--- config.mk ---
export PLATFORM = sky130hd
export DESIGN_NAME = busmux_arb
export DESIGN_NICKNAME = d
export VERILOG_FILES = /design/src/rtl/busmux_arb.sv
export SDC_FILE = /design/constraint.sdc
export NUM_CORES = 1
export LEC_CHECK = 0
export CAP_MARGIN = 15
export CORE_MARGIN = 2
export CORE_UTILIZATION = 40
export DETAILED_ROUTE_END_ITERATION = 12
export GPL_TIMING_DRIVEN = 0
export HOLD_SLACK_MARGIN = 0.02
export MAX_ROUTING_LAYER = met4
export PLACE_DENSITY = 0.9
export SYNTH_ARGS = -nofsm -noshare
export SYNTH_HDL_FRONTEND = slang
export SYNTH_SLANG_ARGS = --single-unit
--- constraint.sdc ---
create_clock -name i_clk -period 1.6 [get_ports i_clk]
set_input_delay 0.32 -clock i_clk [delete_from_list [all_inputs] [get_ports i_clk]]
set_output_delay 0.32 -clock i_clk [all_outputs]
set_load 0.03 [all_outputs]
--- src/rtl/busmux_arb.sv ---
// busmux_arb: shares one register-style bus target among NREQ requesters.
//
// A winner is picked in IDLE, its write flag, address and write data are
// latched, and the target bus is driven for a single ISSUE cycle. Reads wait
// one extra cycle for the target's registered read data and return it with
// the ack.
//
// Build option: define BUSMUX_ARB_RR_EN for round-robin arbitration. When it
// is undefined, arbitration is fixed priority (lowest index wins) and no
// last-grant pointer exists. Timing and handshake are the same either way.
//
// Ports:
//   i_clk, i_rst_n  clock (rising edge), asynchronous active-low reset
//   i_req, i_we     per-requester request and write(1)/read(0) flag
//   i_addr          per-requester 8-bit address, requester k at [8k+7:8k]
//   i_wdata         per-requester write data, packed like i_addr
//   o_ack           one-cycle completion pulse to the owning requester
//   o_gnt           one-hot owner, high from ISSUE through DONE
//   o_rdata         read data, valid while o_ack is high for a read
//   o_reg_we, o_reg_addr, o_reg_data  target bus
//   i_reg_data      target registered read data (one-cycle latency)
module busmux_arb #(
    parameter int unsigned NREQ  = 2,
    parameter int unsigned DATAW = 8
) (
    input  logic                    i_clk,
    input  logic                    i_rst_n,
    input  logic [NREQ-1:0]         i_req,
    input  logic [NREQ-1:0]         i_we,
    input  logic [NREQ*8-1:0]       i_addr,
    input  logic [NREQ*DATAW-1:0]   i_wdata,
    output logic [NREQ-1:0]         o_ack,
    output logic [NREQ-1:0]         o_gnt,
    output logic [DATAW-1:0]        o_rdata,
    output logic                    o_reg_we,
    output logic [7:0]              o_reg_addr,
    output logic [DATAW-1:0]        o_reg_data,
    input  logic [DATAW-1:0]        i_reg_data
);

    localparam int unsigned PtrW = (NREQ > 1) ? $clog2(NREQ) : 1;

    typedef enum logic [1:0] {StIdle, StIssue, StWait, StDone} state_e;

    state_e             state_q, state_d;
    logic [NREQ-1:0]    gnt_q, gnt_d;
    logic               we_q, we_d;
    logic [7:0]         addr_q, addr_d;
    logic [DATAW-1:0]   wdata_q, wdata_d;
    logic [DATAW-1:0]   rdata_q, rdata_d;

    logic               win_valid;
    logic [PtrW-1:0]    win_idx;
    logic [PtrW-1:0]    cand;
    logic [PtrW-1:0]    search_start;
    logic [NREQ-1:0]    win_onehot;
    logic               sel_we;
    logic [7:0]         sel_addr;
    logic [DATAW-1:0]   sel_wdata;

`ifdef BUSMUX_ARB_RR_EN
    logic [PtrW-1:0]    last_q, last_d;
    assign search_start = last_q;
`else
    // Starting "after" the top index makes the scan begin at 0: fixed priority.
    assign search_start = PtrW'(NREQ - 1);
`endif

    // Scan starting one past search_start, wrapping modulo NREQ; first hit wins.
    always_comb begin
        win_valid = 1'b0;
        win_idx   = '0;
        cand      = search_start;
        for (int unsigned i = 0; i < NREQ; i++) begin
            cand = (cand == PtrW'(NREQ - 1)) ? '0 : cand + PtrW'(1);
            if (!win_valid && i_req[cand]) begin
                win_valid = 1'b1;
                win_idx   = cand;
            end
        end
    end

    // Mux out the winner's fields and build its one-hot grant.
    always_comb begin
        sel_we     = 1'b0;
        sel_addr   = '0;
        sel_wdata  = '0;
        win_onehot = '0;
        for (int unsigned k = 0; k < NREQ; k++) begin
            if (win_idx == PtrW'(k)) begin
                sel_we        = i_we[k];
                sel_addr      = i_addr[k*8 +: 8];
                sel_wdata     = i_wdata[k*DATAW +: DATAW];
                win_onehot[k] = 1'b1;
            end
        end
    end

    // State register
    always_ff @(posedge i_clk or negedge i_rst_n) begin
        if (!i_rst_n) begin
            state_q <= StIdle;
        end else begin
            state_q <= state_d;
        end
    end

    // Next-state logic
    always_comb begin
        state_d = state_q;
        unique case (state_q)
            StIdle:  if (win_valid) state_d = StIssue;
            StIssue: state_d = we_q ? StDone : StWait;
            StWait:  state_d = StDone;
            StDone:  state_d = StIdle;
            default: state_d = StIdle;
        endcase
    end

    // Datapath next-state: latch on grant, capture read data in WAIT.
    always_comb begin
        gnt_d   = gnt_q;
        we_d    = we_q;
        addr_d  = addr_q;
        wdata_d = wdata_q;
        rdata_d = rdata_q;
`ifdef BUSMUX_ARB_RR_EN
        last_d  = last_q;
`endif
        if (state_q == StIdle && win_valid) begin
            gnt_d   = win_onehot;
            we_d    = sel_we;
            addr_d  = sel_addr;
            wdata_d = sel_wdata;
`ifdef BUSMUX_ARB_RR_EN
            last_d  = win_idx;
`endif
        end
        if (state_q == StWait) begin
            rdata_d = i_reg_data;
        end
        if (state_q == StDone) begin
            gnt_d = '0;
        end
    end

    always_ff @(posedge i_clk or negedge i_rst_n) begin
        if (!i_rst_n) begin
            gnt_q   <= '0;
            we_q    <= 1'b0;
            addr_q  <= '0;
            wdata_q <= '0;
            rdata_q <= '0;
`ifdef BUSMUX_ARB_RR_EN
            last_q  <= PtrW'(NREQ - 1);
`endif
        end else begin
            gnt_q   <= gnt_d;
            we_q    <= we_d;
            addr_q  <= addr_d;
            wdata_q <= wdata_d;
            rdata_q <= rdata_d;
`ifdef BUSMUX_ARB_RR_EN
            last_q  <= last_d;
`endif
        end
    end

    // Outputs decoded from registered state only; reset clears them at once.
    always_comb begin
        o_reg_we   = (state_q == StIssue) & we_q;
        o_ack      = (state_q == StDone) ? gnt_q : '0;
        o_gnt      = gnt_q;
        o_reg_addr = addr_q;
        o_reg_data = wdata_q;
        o_rdata    = rdata_q;
    end

endmodule

Word-level counts from Yosys, hierarchy flattened
Index checks and enable logic that the tools add are counted.
{"block": "op_classes", "n_addsub": 0, "mul": 0, "n_div": 0, "order_cmp": 0, "eq_ne": 4, "shift": 0, "mux": 14, "bitwise": 1, "reduce_logical": 5}
{"operator": "$mux W8", "count": 2}
{"operator": "$mux W2", "count": 4}
{"operator": "$pmux W2 S4", "count": 1}
{"operator": "$mux W1", "count": 7}
{"operator": "$eq A2 B2 Y1 const B", "count": 2}
{"operator": "$eq A2 B1 Y1 const B", "count": 1}
{"operator": "$logic_and A1 B1 Y1", "count": 2}
{"operator": "$logic_not A2 Y1", "count": 1}
{"operator": "$ne A2 B2 Y1 const B", "count": 1}
{"operator": "$reduce_bool A2 Y1", "count": 1}
{"operator": "$and A1 B1 Y1", "count": 1}
{"operator": "$logic_not A1 Y1", "count": 1}
{"block": "totals", "reg_bits": 29, "latch_bits": 0, "mem_bits_rw": 0, "mem_bits_ro": 0, "in_bits": 46, "out_inout_bits": 29, "wordCells": 30, "mem_count": 0}

Longest topological paths before layout
Gate-level depths: netlist of run 1.
{"block": "logic_depth", "word_depth": 7, "ltp_mapped": 7}

Least setup slack after synthesis of run 1
OpenSTA, ideal clock, no wires.
{"block": "synth_timing", "path_type": "register to register", "start": "reg state_q[0]", "end": "reg addr_q[7] (netlist: o_reg_addr[7])", "t_arrival_ns": 1.329, "t_required_ns": 1.520, "slack_ns": 0.191, "path_stages_with_launch": 8, "cell_sequence": "dfrtp_1 inv_1 ha_1 buf_2 nand2_2 buf_4 o22ai_2 nor3_2"}
{"block": "synth_between", "elab_chain_cells": 2}
{"element": "from (decl)", "line": "45", "source": "state_e state_q, state_d;"}
{"element": "from (signal assigned)", "line": "102", "source": "state_q <= StIdle;"}
{"element": "from (signal assigned)", "line": "104", "source": "state_q <= state_d;"}
{"element": "$logic_not A2 Y1", "line": "130", "source": "if (state_q == StIdle && win_valid) begin"}
{"element": "$logic_and A1 B1 Y1", "line": "130"}
{"element": "to (signal assigned)", "line": "160", "source": "addr_q <= addr_d;"}
{"element": "to (decl)", "line": "48", "source": "logic [7:0] addr_q, addr_d;"}
No other way between the ends.
A chain may end at the register's enable or synchronous reset.

Final worst setup path of run 1
{"block": "layout_timing", "start": "reg state_q[1]", "end": "out o_ack[1]"}
{"block": "layout_between", "elab_chain_cells": 2}
{"element": "$eq A2 B2 Y1", "line": "172", "source": "o_ack = (state_q == StDone) ? gnt_q : '0;"}
{"element": "$mux W2", "line": "172"}
{"element": "to (decl)", "line": "32", "source": "output logic [NREQ-1:0] o_ack,"}
No other way between the ends.

==> results of run 1 <==
routing by layer:
metal  part of all wire, %  vias to the layer above
li1                      -                      662
met1                    44                      652
met2                    47                       55
met3                   7.4                        4
met4                   1.3                        0
met5                     0                        -
final cells by class:
cell class,instances,area [um2]
fillers,322,1260
multi-input cells,98,774
repair buffers,77,731
flip-flops and latches,29,727
plain buffers,9,75.1
clock buffers,6,72.6
well taps,48,60.1
clock inverters,2,10.0
inverters,2,7.51
power by group through the flow:
stage	Sequential (mW)	Clock [mW]	Combinational [mW]
detailed placement	1.43	0	2.81
global placement	1.41	0	2.76
CTS	1.40	0.581	2.60
global route	1.46	0.634	2.85
finish	1.41	0.565	2.63
floorplan	2.05	0	1.09
metrics by stage:
stage	std cells	area (um2)	hold slack, ns
floorplan	139	1570	0.0244
global placement	261	2370	0.489
detailed placement	262	2380	0.503
CTS	271	2430	0.485
global route	271	2460	0.516
finish	271	2460	0.467
final timing paths:
kind,end,cells after the start,slack [ns]
worst max-delay path,o_ack[1],3,0.04
worst min register to register,o_rdata[3],1,0.50
worst max register to register,state_q[0],7,0.14
min in group i_clk,o_rdata[3],1,0.50
worst min-delay path,o_reg_data[2],1,0.47
max in group asynchronous,o_rdata[5],2,0.58
state kept, by name, summed over array words and instances (netlist names):
signal,flops
o_gnt,2
o_reg_data,8
o_rdata,8
state_q,2
we_q,1
o_reg_addr,8
synth_stat cells, drive strengths merged:
cell type / instances / area, um2
dfrtp: 29 / 726
nor2: 19 / 71.3
and3b: 17 / 149
nor3: 17 / 135
o22ai: 17 / 169
mux2: 9 / 101
clkbuf: 6 / 22.5
nand2: 5 / 21.3
buf: 4 / 43.8
ha: 4 / 50.1
and2: 3 / 18.8
a21oi: 2 / 10.0
inv: 2 / 7.51
a211o: 1 / 8.76
a211oi: 1 / 7.51
nor2b: 1 / 13.8
o21ai: 1 / 5.00
or2: 1 / 6.26
critical path, stage by stage, from the launching register on:
cell and delay [ns]:
dfrtp_1 0.42, ha_2 0.24, and2_1 0.13, clkbuf_4 0.18
cell families after synthesis:
group / after synthesis / share of synthesized area (%)
and+or+nand+nor: 63 / 26.5
DFF: 29 / 46.3
AOI/OAI and AO/OA: 22 / 12.8
buffers and inverters: 12 / 4.71
muxes: 9 / 6.47
adders and majority gates: 4 / 3.20
repair_timing:
item / CTS / global route
endpoints found under the setup margin: 34 / 31
gates resized for setup: 40 / 22
pin swaps: 0 / 0
buffers inserted: 1 / 1
==> results.py, run 1 <==
metrics = {
    "final_layout": {
        "most-common-layout-cells": "clkdlybuf4s50_1 (45), dfrtp_1 (28), dlygate4sd2_1 (26)",
        "antennaDiodeCount": 0,
        "nets": 272,
        "layout-drive-gt1-share_pct": 25.1,
        "area_growth_syn_to_layout_pct": 56.9,
        "final_common_cell": "clkdlybuf4s50_1",
        "final_core_util_pct": 66.1,
    },
    "clock_tree": {
        "cts_max_level": 2,
        "cts_hold_buf": 0,
        "clock-sinks": 29,
        "cts-root-buf": "clkbuf_8",
        "numCtsBuffers": 5,
        "ctsLongestPathBuffers": 2,
        "path_clk_slew_ns": 0.06,
        "clkLatencyLatePin_ns": 0.28,
        "cts_tree": "yes",
    },
    "sta": {
        "rsz0062_at_grt": "yes",
        "fin_ws_ns": 0.0356,
        "setup_tns_ns": 0,
        "finalClockSkew_ns": 0.00706,
        "setup-violations-final": 0,
        "finalCriticalPeriod_ns": 1.56,
        "fin_crit_sh_pct": 97.8,
        "worst_pin_slew_ns": 0.709,
        "relSlewSlack_pct": 52.6,
        "slew_violations": 0,
        "fmax_mhz": 639,
        "hold_viol_final": 0,
    },
    "outcome": {
        "status": "complete, no violations",
    },
    "floorplan": {
        "io_pins": 75,
        "fp.dieArea_um2": 4430,
        "num_rows": 22,
        "chipHeight_um": 66.6,
        "fp.coreArea_um2": 3720,
        "die_w_um": 66.6,
        "initial_utilization_pct": 42.2,
    },
    "drt": {
        "drt.antenna.violating_nets": 0,
        "vias": 1373,
        "wl_per_cell_um": 14.0,
        "wl_mm": 3.81,
        "dr.pass1.iters": 4,
        "via_per_inst": 5.07,
        "drt_iter0_markers": 67,
        "route.detailed.drc": 0,
    },
    "critical_path": {
        "cp_max_fo": 4,
        "worst-setup-path-type": "reg -> out",
        "r2r-start": "state_q[0]",
        "cp-start-kind": "register",
        "worstSetupStartpoint": "state_q[1]",
        "required_ns": 1.28,
        "end_kind": "output pin",
        "crit_arrival_ns": 1.24,
    },
    "synth": {
        "netlist_area_um2": 1570,
        "syn-num-nets": 189,
        "ys_seq_elements": 29,
        "syn_avg_cell_area_um2": 11.3,
        "ys_seq_area_share_pct": 46.3,
        "netlist_instances": 139,
        "yosysWarnings": 0,
        "ys_types": 24,
    },
    "global_route": {
        "globalRoute.busiestLayer": "met2",
        "grt_pass1_wl_mm": 6.41,
        "grt_util_all_layers_pct": 20.0,
        "grt_pass1_vias": 1377,
        "grt_max_degree": 16,
        "grt_antenna_before_repair": 0,
        "gr-usage-met3_pct": 7.09,
        "use_met1_pct": 24.8,
        "grt-ovfl-total": 0,
        "grt_use_met2_pct": 30.8,
    },
    "power": {
        "internal_power_mw": 2.53,
        "p_switching_mw": 2.07,
        "p_per_area_nw_per_um2": 1870,
        "clkPwrFrac_pct": 12.3,
        "power_leakage_nw": 1.13,
        "p_sw_share_pct": 45.0,
        "vdd_drop_max_mv": 1.12,
        "seqPwrFrac_pct": 30.6,
        "pwr-share-comb_pct": 57.1,
        "power.total_mw": 4.60,
    },
    "placed_design": {
        "portBuffers": 74,
        "place.gp.congestion": 0.731,
        "dpl.hpwl_mm": 2.80,
        "pre_cts_slack_ns": -0.291,
    },
    "job": {
        "maxCapViolations": 0,
    },
    "hold_path": {
        "min_path_type": "in -> async",
    },
}
Note: power is estimated with default switching activity, not from simulation.
==> inputs of run 2 (changes only) <==
--- a/config.mk
+++ b/config.mk
@@ -16,3 +16,4 @@
 export SYNTH_ARGS = -nofsm -noshare
 export SYNTH_HDL_FRONTEND = slang
 export SYNTH_SLANG_ARGS = --single-unit
+export TNS_END_PERCENT = 10
==> run 2 against run 1 <==
The flow now finishes with violations (negative setup slack); wire length is 0.24% lower; register-to-register slack got worse by 0.05 ns; die area stayed put; clock-buffer cell count unchanged; utilization down 0.20 points; clock power barely moved.
==> results.py, run 2 (same netlist as run 1, synthesis figures left out) <==
metrics = {
    "outcome": {
        "status": "finished with violations",
        "violations": "negative setup slack",
    },
    "drt": {
        "wl_mm": 3.80,
        "drt.antenna.violating_nets": 0,
        "route.detailed.drc": 0,
        "wl_per_cell_um": 14.0,
        "drt_iter0_markers": 75,
        "vias": 1365,
        "dr.pass1.iters": 4,
        "via_per_inst": 5.04,
    },
    "power": {
        "vdd_drop_max_mv": 1.09,
        "power_leakage_nw": 1.13,
        "p_per_area_nw_per_um2": 1870,
        "power.total_mw": 4.57,
    },
    "clock_tree": {
        "cts_tree": "yes",
        "cts_max_level": 2,
        "numCtsBuffers": 5,
        "path_clk_slew_ns": 0.06,
        "cts-root-buf": "clkbuf_8",
        "clkLatencyLatePin_ns": 0.28,
        "clock-sinks": 29,
        "ctsLongestPathBuffers": 2,
    },
    "global_route": {
        "grt_pass1_vias": 1377,
        "grt_max_degree": 16,
        "grt-ovfl-total": 0,
        "grt_util_all_layers_pct": 20.0,
        "grt_antenna_before_repair": 0,
        "grt_pass1_wl_mm": 6.41,
    },
    "critical_path": {
        "rrSetupSlack_ns": 0.09,
        "cp_top_family": "flip-flops",
        "required_ns": 1.28,
        "crit_arrival_ns": 1.36,
        "crit_path_max_incr_delay_ns": 0.41,
        "cp_max_fo": 4,
        "crit_buf_inv": 2,
        "cp-start-kind": "register",
        "worst-setup-path-type": "reg -> out",
        "cp_slowest_cell": "dfrtp_1",
        "end_kind": "output pin",
        "path_cells": "inv_1 -> ha_1 -> and2_1 -> clkdlybuf4s15_2",
    },
    "sta": {
        "rsz0062_at_grt": "yes",
        "hold-worst-slack_ns": 0.470,
        "setup_tns_ns": -0.0843,
        "fin_crit_sh_pct": 105,
        "slew_violations": 0,
        "relSlewSlack_pct": 51.9,
        "setup-violations-final": 1,
        "fmax_mhz": 594,
        "worst_pin_slew_ns": 0.719,
        "finalClockSkew_ns": 0.00872,
        "fin_ws_ns": -0.0843,
        "finalCriticalPeriod_ns": 1.68,
        "hold_viol_final": 0,
    },
    "floorplan": {
        "fp.coreArea_um2": 3720,
        "die_w_um": 66.6,
        "initial_utilization_pct": 42.2,
        "num_rows": 22,
        "io_pins": 75,
        "chipHeight_um": 66.6,
        "fp.dieArea_um2": 4430,
    },
    "placed_design": {
        "portBuffers": 74,
        "dpl.hpwl_mm": 2.80,
        "pre_cts_slack_ns": -0.291,
        "place.gp.congestion": 0.731,
        "placed_area_um2": 2380,
    },
    "final_layout": {
        "most-common-layout-cells": "clkdlybuf4s50_1 (45), dfrtp_1 (28), dlygate4sd2_1 (26)",
        "final_area_um2": 2450,
        "layout-drive-gt1-share_pct": 23.8,
        "final_common_cell": "clkdlybuf4s50_1",
        "area_growth_syn_to_layout_pct": 56.4,
        "nets": 272,
        "antennaDiodeCount": 0,
    },
    "job": {
        "maxCapViolations": 0,
    },
    "hold_path": {
        "min_path_type": "in -> async",
    },
}
-- run 2: cell types whose count changed in the layout (fill, tap and decap cells not counted), sizes merged --
| cell | change |
|---|---|
| clkbuf | -1 |
| clkdlybuf4s15 | +1 |
-- run 2: final cells by class --
class / instances / area, um2
fillers: 315 / 1270
multi-input cells: 98 / 772
flip-flops and latches: 29 / 727
repair buffers: 76 / 722
plain buffers: 10 / 78.8
clock buffers: 6 / 72.6
well taps: 48 / 60.1
clock inverters: 2 / 10.0
inverters: 2 / 7.51
-- run 2: what timing repair did --
action / in CTS / in global routing
setup endpoints to repair: 34 / 31
pin swaps: 0 / 0
gates cloned: 0 / 0
buffers inserted: 1 / 0
hold buffers: 0 / 0
gates resized for setup: 40 / 14
-- run 2: per-layer routing --
layer / vias up / share of wire, % / track usage [%]
met2: 55 / 47 / 30.8
met4: 0 / 1.3 / 6.12
li1: 659 / - / -
met1: 647 / 45 / 24.8
met5: - / 0 / -
met3: 4 / 7.1 / 7.09
-- run 2: worst paths after layout --
kind | from | endpoint | cells after the start
max | state_q[1] | o_reg_we | 4
max in group asynchronous | i_rst_n | o_rdata[5] | 2
min | i_rst_n | o_reg_data[0] | 1
max reg2reg | state_q[0] | o_rdata[5] | 4
min reg2reg | o_rdata[4] | o_rdata[4] | 1
min in group i_clk | o_rdata[4] | o_rdata[4] | 1
-- run 2: worst reg2reg max path: stages, from the launching register on --
cell,delay (ns)
dfrtp_2,0.43
inv_1,0.09
ha_1,0.15
clkbuf_1,0.35
mux2_2,0.39
-- run 2: where the power goes --
part | switching, mW | internal, mW | total [mW]
clock network | 0.264 | 0.300 | 0.564
registers | 0.284 | 1.12 | 1.41
logic | 1.52 | 1.08 | 2.60
total | 2.07 | 2.51 | 4.57
-- run 2: per-stage QoR --
step                util [%]  cells
floorplan                  -    139
global placement        63.7    261
detailed placement      64.1    262
CTS                     65.5    271
global route            65.9    271
finish                  65.9    271
==> inputs of run 3 (changes only) <==
--- a/config.mk
+++ b/config.mk
@@ -5,6 +5,7 @@
 export SDC_FILE = /design/constraint.sdc
 export NUM_CORES = 1
 export LEC_CHECK = 0
+export ABC_AREA = 0
 export CAP_MARGIN = 15
 export CORE_MARGIN = 2
 export CORE_UTILIZATION = 40
==> results of run 3 <==
Final layout, timing and power as in run 2 (identical DEF).
